--- config.mk ---
export PLATFORM = sky130hd
export DESIGN_NAME = wb_slave_mux
export DESIGN_NICKNAME = d
export VERILOG_FILES = /design/src/rtl/wb_slave_mux.sv
export SDC_FILE = /design/constraint.sdc
export NUM_CORES = 1
export LEC_CHECK = 0
export CAP_MARGIN = 20
export CORE_MARGIN = 2
export CORE_UTILIZATION = 47
export CTS_BUF_LIST = sky130_fd_sc_hd__clkbuf_2 sky130_fd_sc_hd__clkbuf_4 sky130_fd_sc_hd__clkbuf_8
export CTS_CLUSTER_SIZE = 10
export DETAILED_ROUTE_END_ITERATION = 8
export HOLD_SLACK_MARGIN = 0.02
export PLACE_DENSITY_LB_ADDON = 0.3
export SYNTH_ARGS = -nofsm -noshare
export SYNTH_HDL_FRONTEND = slang
export SYNTH_SLANG_ARGS = --single-unit
--- constraint.sdc ---
create_clock -name wb_clk_i -period 4.6 [get_ports wb_clk_i]
set_input_delay 0.92 -clock wb_clk_i [delete_from_list [all_inputs] [get_ports wb_clk_i]]
set_output_delay 0.92 -clock wb_clk_i [all_outputs]
set_load 0.01 [all_outputs]
--- src/rtl/wb_slave_mux.sv ---
// wb_slave_mux: single-master Wishbone classic interconnect.
// Decodes the upstream slave port onto two downstream slaves (slot 0 and
// slot 1). It registers each transaction and muxes ack and read data back.
// Hung or unmapped accesses end with an error response, so the bus never
// stalls.
//
// Ports:
//   wb_clk_i, wb_rst_i      clock, synchronous active-high reset
//   wbs_*_i / wbs_*_o       upstream Wishbone slave port
//   s_cyc_o, s_stb_o        per-slave one-hot cycle/strobe
//   s_we_o, s_sel_o,
//   s_adr_o, s_dat_o        shared latched downstream request fields
//   s0_ack_i, s0_dat_i      slave 0 response
//   s1_ack_i, s1_dat_i      slave 1 response
//   err_o                   one-cycle pulse alongside an error ack
//   err_count_o             saturating count of error terminations
module wb_slave_mux #(
    parameter logic [31:0] S0_BASE   = 32'h3000_0000,
    parameter logic [31:0] S1_BASE   = 32'h3000_1000,
    parameter logic [31:0] ADDR_MASK = 32'hFFFF_F000,
    parameter int unsigned TIMEOUT   = 16,
    parameter logic [31:0] ERR_DATA  = 32'hDEAD_BEEF
) (
    input  logic        wb_clk_i,
    input  logic        wb_rst_i,
    input  logic        wbs_stb_i,
    input  logic        wbs_cyc_i,
    input  logic        wbs_we_i,
    input  logic [3:0]  wbs_sel_i,
    input  logic [31:0] wbs_dat_i,
    input  logic [31:0] wbs_adr_i,
    output logic        wbs_ack_o,
    output logic [31:0] wbs_dat_o,
    output logic [1:0]  s_cyc_o,
    output logic [1:0]  s_stb_o,
    output logic        s_we_o,
    output logic [3:0]  s_sel_o,
    output logic [31:0] s_adr_o,
    output logic [31:0] s_dat_o,
    input  logic        s0_ack_i,
    input  logic [31:0] s0_dat_i,
    input  logic        s1_ack_i,
    input  logic [31:0] s1_dat_i,
    output logic        err_o,
    output logic [7:0]  err_count_o
);

    typedef enum logic [1:0] {IDLE, BUSY, RESP} state_t;

    state_t      state, state_next;
    logic        slot;
    logic [15:0] cnt;

    logic        req, hit0, hit1;
    logic        sel_ack;
    logic [31:0] sel_dat, err_dat;
    logic        go_busy, go_ok, go_err, abort, cnt_inc;

    assign req     = wbs_cyc_i & wbs_stb_i & ~wbs_ack_o;
    assign hit0    = (wbs_adr_i & ADDR_MASK) == (S0_BASE & ADDR_MASK);
    assign hit1    = (wbs_adr_i & ADDR_MASK) == (S1_BASE & ADDR_MASK);
    assign sel_ack = slot ? s1_ack_i : s0_ack_i;
    assign sel_dat = slot ? s1_dat_i : s0_dat_i;
    // Unmapped errors come straight from IDLE, before the request is latched.
    assign err_dat = ((state == IDLE) ? wbs_we_i : s_we_o) ? '0 : ERR_DATA;

    always_ff @(posedge wb_clk_i) begin
        if (wb_rst_i) begin
            state <= IDLE;
        end else begin
            state <= state_next;
        end
    end

    always_comb begin
        state_next = state;
        go_busy    = 1'b0;
        go_ok      = 1'b0;
        go_err     = 1'b0;
        abort      = 1'b0;
        cnt_inc    = 1'b0;
        case (state)
            IDLE: begin
                if (req) begin
                    if (hit0 | hit1) begin
                        go_busy    = 1'b1;
                        state_next = BUSY;
                    end else begin
                        go_err     = 1'b1;
                        state_next = RESP;
                    end
                end
            end
            BUSY: begin
                // A master abort takes priority over any slave response.
                if (!wbs_cyc_i) begin
                    abort      = 1'b1;
                    state_next = IDLE;
                end else if (sel_ack) begin
                    go_ok      = 1'b1;
                    state_next = RESP;
                end else if (cnt == 16'(TIMEOUT - 1)) begin
                    go_err     = 1'b1;
                    state_next = RESP;
                end else begin
                    cnt_inc = 1'b1;
                end
            end
            RESP: begin
                state_next = IDLE;
            end
            default: begin
                state_next = IDLE;
            end
        endcase
    end

    always_ff @(posedge wb_clk_i) begin
        if (wb_rst_i) begin
            wbs_ack_o   <= 1'b0;
            wbs_dat_o   <= '0;
            s_cyc_o     <= '0;
            s_stb_o     <= '0;
            s_we_o      <= 1'b0;
            s_sel_o     <= '0;
            s_adr_o     <= '0;
            s_dat_o     <= '0;
            err_o       <= 1'b0;
            err_count_o <= '0;
            cnt         <= '0;
            slot        <= 1'b0;
        end else begin
            // The ack register is set on entry to RESP and cleared on leaving it.
            wbs_ack_o <= go_ok | go_err;
            err_o     <= go_err;

            if (state == IDLE && req) begin
                s_adr_o <= wbs_adr_i;
                s_dat_o <= wbs_dat_i;
                s_we_o  <= wbs_we_i;
                s_sel_o <= wbs_sel_i;
            end

            if (go_busy) begin
                s_cyc_o <= hit0 ? 2'b01 : 2'b10;
                s_stb_o <= hit0 ? 2'b01 : 2'b10;
                slot    <= ~hit0;
                cnt     <= '0;
            end else if (go_ok | go_err | abort) begin
                s_cyc_o <= '0;
                s_stb_o <= '0;
            end

            if (cnt_inc) begin
                cnt <= cnt + 16'd1;
            end

            if (go_ok) begin
                wbs_dat_o <= s_we_o ? '0 : sel_dat;
            end else if (go_err) begin
                wbs_dat_o <= err_dat;
            end

            if (go_err && err_count_o != 8'hFF) begin
                err_count_o <= err_count_o + 8'd1;
            end
        end
    end

endmodule
==> metrics <==
total CTS buffers 17; Crit Path Class in2reg; grt ovf 0; PortBufs 253; max-slew violations 0; global-route wire length before repair 26400 um; DPL Wire Length 12000 um; routability cong. 0.855; clk_lat worst skew 0.43 ns; Rows 40; Initial DRC Count 370; Routed WL per cell 16.4 um; setup violators final 0; Critical Path Start wbs_cyc_i; EDFF count, synth 0; Hold WC Path Type reg2reg; hold wc startpoint s_adr_o[9]; post-CTS setup buffers 0; via count 5588; antenna-violating nets left 0; Seq. cell area 0.00264 mm2; Top Ports 254; Mapped Avg Cell Area 8.75 um2; Resize count post-CTS 0; Filler cells 913; most frequent cells in the layout clkdlybuf4s50_1 (252), nand2_1 (153), dfxtp_1 (131); Util after Layout 72.2%; initial antenna violation count 0; Leakage 0.00300 uW; die width 114 um; htree depth 4; Slew @ Worst Pin 1.08 ns; Arr. time, crit path 3.31 ns; run status complete, no violations; die height 114 um; crit path launch type input port; vias in the first global route 5482; share of layout cells above drive strength 1 7.11%; Final Net Count 1016; vias per std cell 5.41; crit path capture type flip-flop; fin crit share 65.1%; multi-input logic area 0.00277 mm2; Yosys reg bits 132; cell area after synthesis 0.00570 mm2; Max-slew headroom 28.3%; YS warnings 0; Final min period 3.00 ns; pin count of the biggest net entering global routing 102; CTS Sinks 132; Starting Density 47.8%; TritonCTS clock tree built; DRC errors left 0; Max Clock Freq 0.334 GHz; antenna diode instance count 0; final hold viol count 0; PD cells 304 mW/mm2; Max VDD drop 0.000240 V; Mapped Nets 792; critical path data required time 4.92 ns; Unique masters post-synth 57; routed wire length 16900 um; Worst Skew 0.00963 ns; Core Region 0.0119 mm2; Pre-Repair DR Iteration Count 7; final hold slack 0.452 ns; clock tree buffer depth 2; most common cell after layout, fill and taps aside clkdlybuf4s50_1; RR Startpoint state[1]; worst-path fanout max 70; max cap viols 0; Hold-fix buffers, CTS 0; Setup TNS 0 ns; Worst-path clk slew 0.07 ns; Post-synth ARST share 0%; area delta synth->final 50.9%; CTS root buf clkbuf_8; die area 0.0130 mm2; Seq/Total Area, Yosys 46.4%; Top FF cell, synth dfxtp_1; RSZ-0062 raised after global routing no; Tot GR Track Use 25.3%; Cells after Synth 651
[synthesized netlist by cell type, drive strengths merged (2+ instances only)]
cell type  number  area, um2
or3             4       25.0
buf            17        126
ha              2       25.0
nor2b           7       43.8
clkbuf         34        138
a311oi          5       43.8
a31oi           2       12.5
o21ai           2       10.0
or2             7       43.8
xnor2           3       26.3
nor3            4       36.3
inv             4       15.0
nand3          15       92.6
mux2i          37        370
nand4          10       68.8
a211oi          3       22.5
o221a          24        270
o2bb2ai         8       70.1
nand3b          2       15.0
and4            4       35.0
mux2            7       78.8
nand2         154        586
dfxtp         132       2640
nor2           40        150
nor4           11       68.8
o32ai           6       52.6
nand2b          5       31.3
and3            6       37.5
or4             4       33.8
a21oi          80        400
[flip-flops by register name (all words and copies together), names as in the netlist]
name,flops
err_o,1
s_adr_o,32
s_dat_o,32
s_sel_o,4
wbs_dat_o,32
slot,1
wbs_ack_o,1
cnt,16
state,2
err_count_o,8
s_stb_o,2
s_we_o,1
[worst paths after layout]
path	endpoint	cells after the start	slack, ns
setup / recovery	err_count_o[2]	7	1.60
hold reg to reg	s_adr_o[9]	2	0.45
hold / removal	s_adr_o[9]	2	0.45
setup reg to reg	err_count_o[2]	6	2.19
[worst max-delay path, stage by stage]
cell	delay, ns
clkdlybuf4s50_1	0.48
nand2b_1	0.14
or3_2	0.47
buf_4	0.34
a21o_4	0.33
a211oi_1	0.27
mux2_1	0.35
[area by class of cell]
cell class / count / area share, %
Clock inverter: 4 / 1.11
Multi-Input combinational cell: 462 / 32.2
Tap cell: 147 / 2.14
Sequential cell: 132 / 30.7
Timing Repair Buffer: 257 / 29.8
Inverter: 5 / 0.218
Clock buffer: 26 / 3.80
[per-layer routing]
layer / up-vias / track usage [%] / wire, um
met3: 33 / 7.36 / 1080
met4: 0 / 10.4 / 412
met1: 2623 / 28.6 / 6730
met2: 193 / 44.8 / 8700
li1: 2739 / - / -
met5: - / 0 / 0
[metrics by stage]
stage	setup slack [ns]	power, uW	instance area [um2]	cells
finish	1.60	2620	8600	1033
global route	1.51	2720	8600	1033
CTS	1.62	2640	8600	1033
detailed placement	1.16	1610	8180	1003
global placement	1.22	1590	8180	1003
floorplan	2.13	1370	5700	651
[report_power, final]
group	internal [uW]	switching, uW
Combinational	219	149
Clock	619	420
Sequential	1190	24.2
[cells by family (layout without fill, tap and decap cells)]
group / Yosys count / count (layout) / share of synthesized area, %
AOI/OAI and AO/OA: 136 / 136 / 16.9
adders and majority gates: 2 / 2 / 0.439
xor gates and xnor gates: 4 / 4 / 0.615
and+or+nand+nor: 276 / 276 / 22.6
DFF: 132 / 132 / 46.4
buffers and inverters: 57 / 292 / 5.12
muxes: 44 / 44 / 7.88
(Power assumes the default switching activity.)
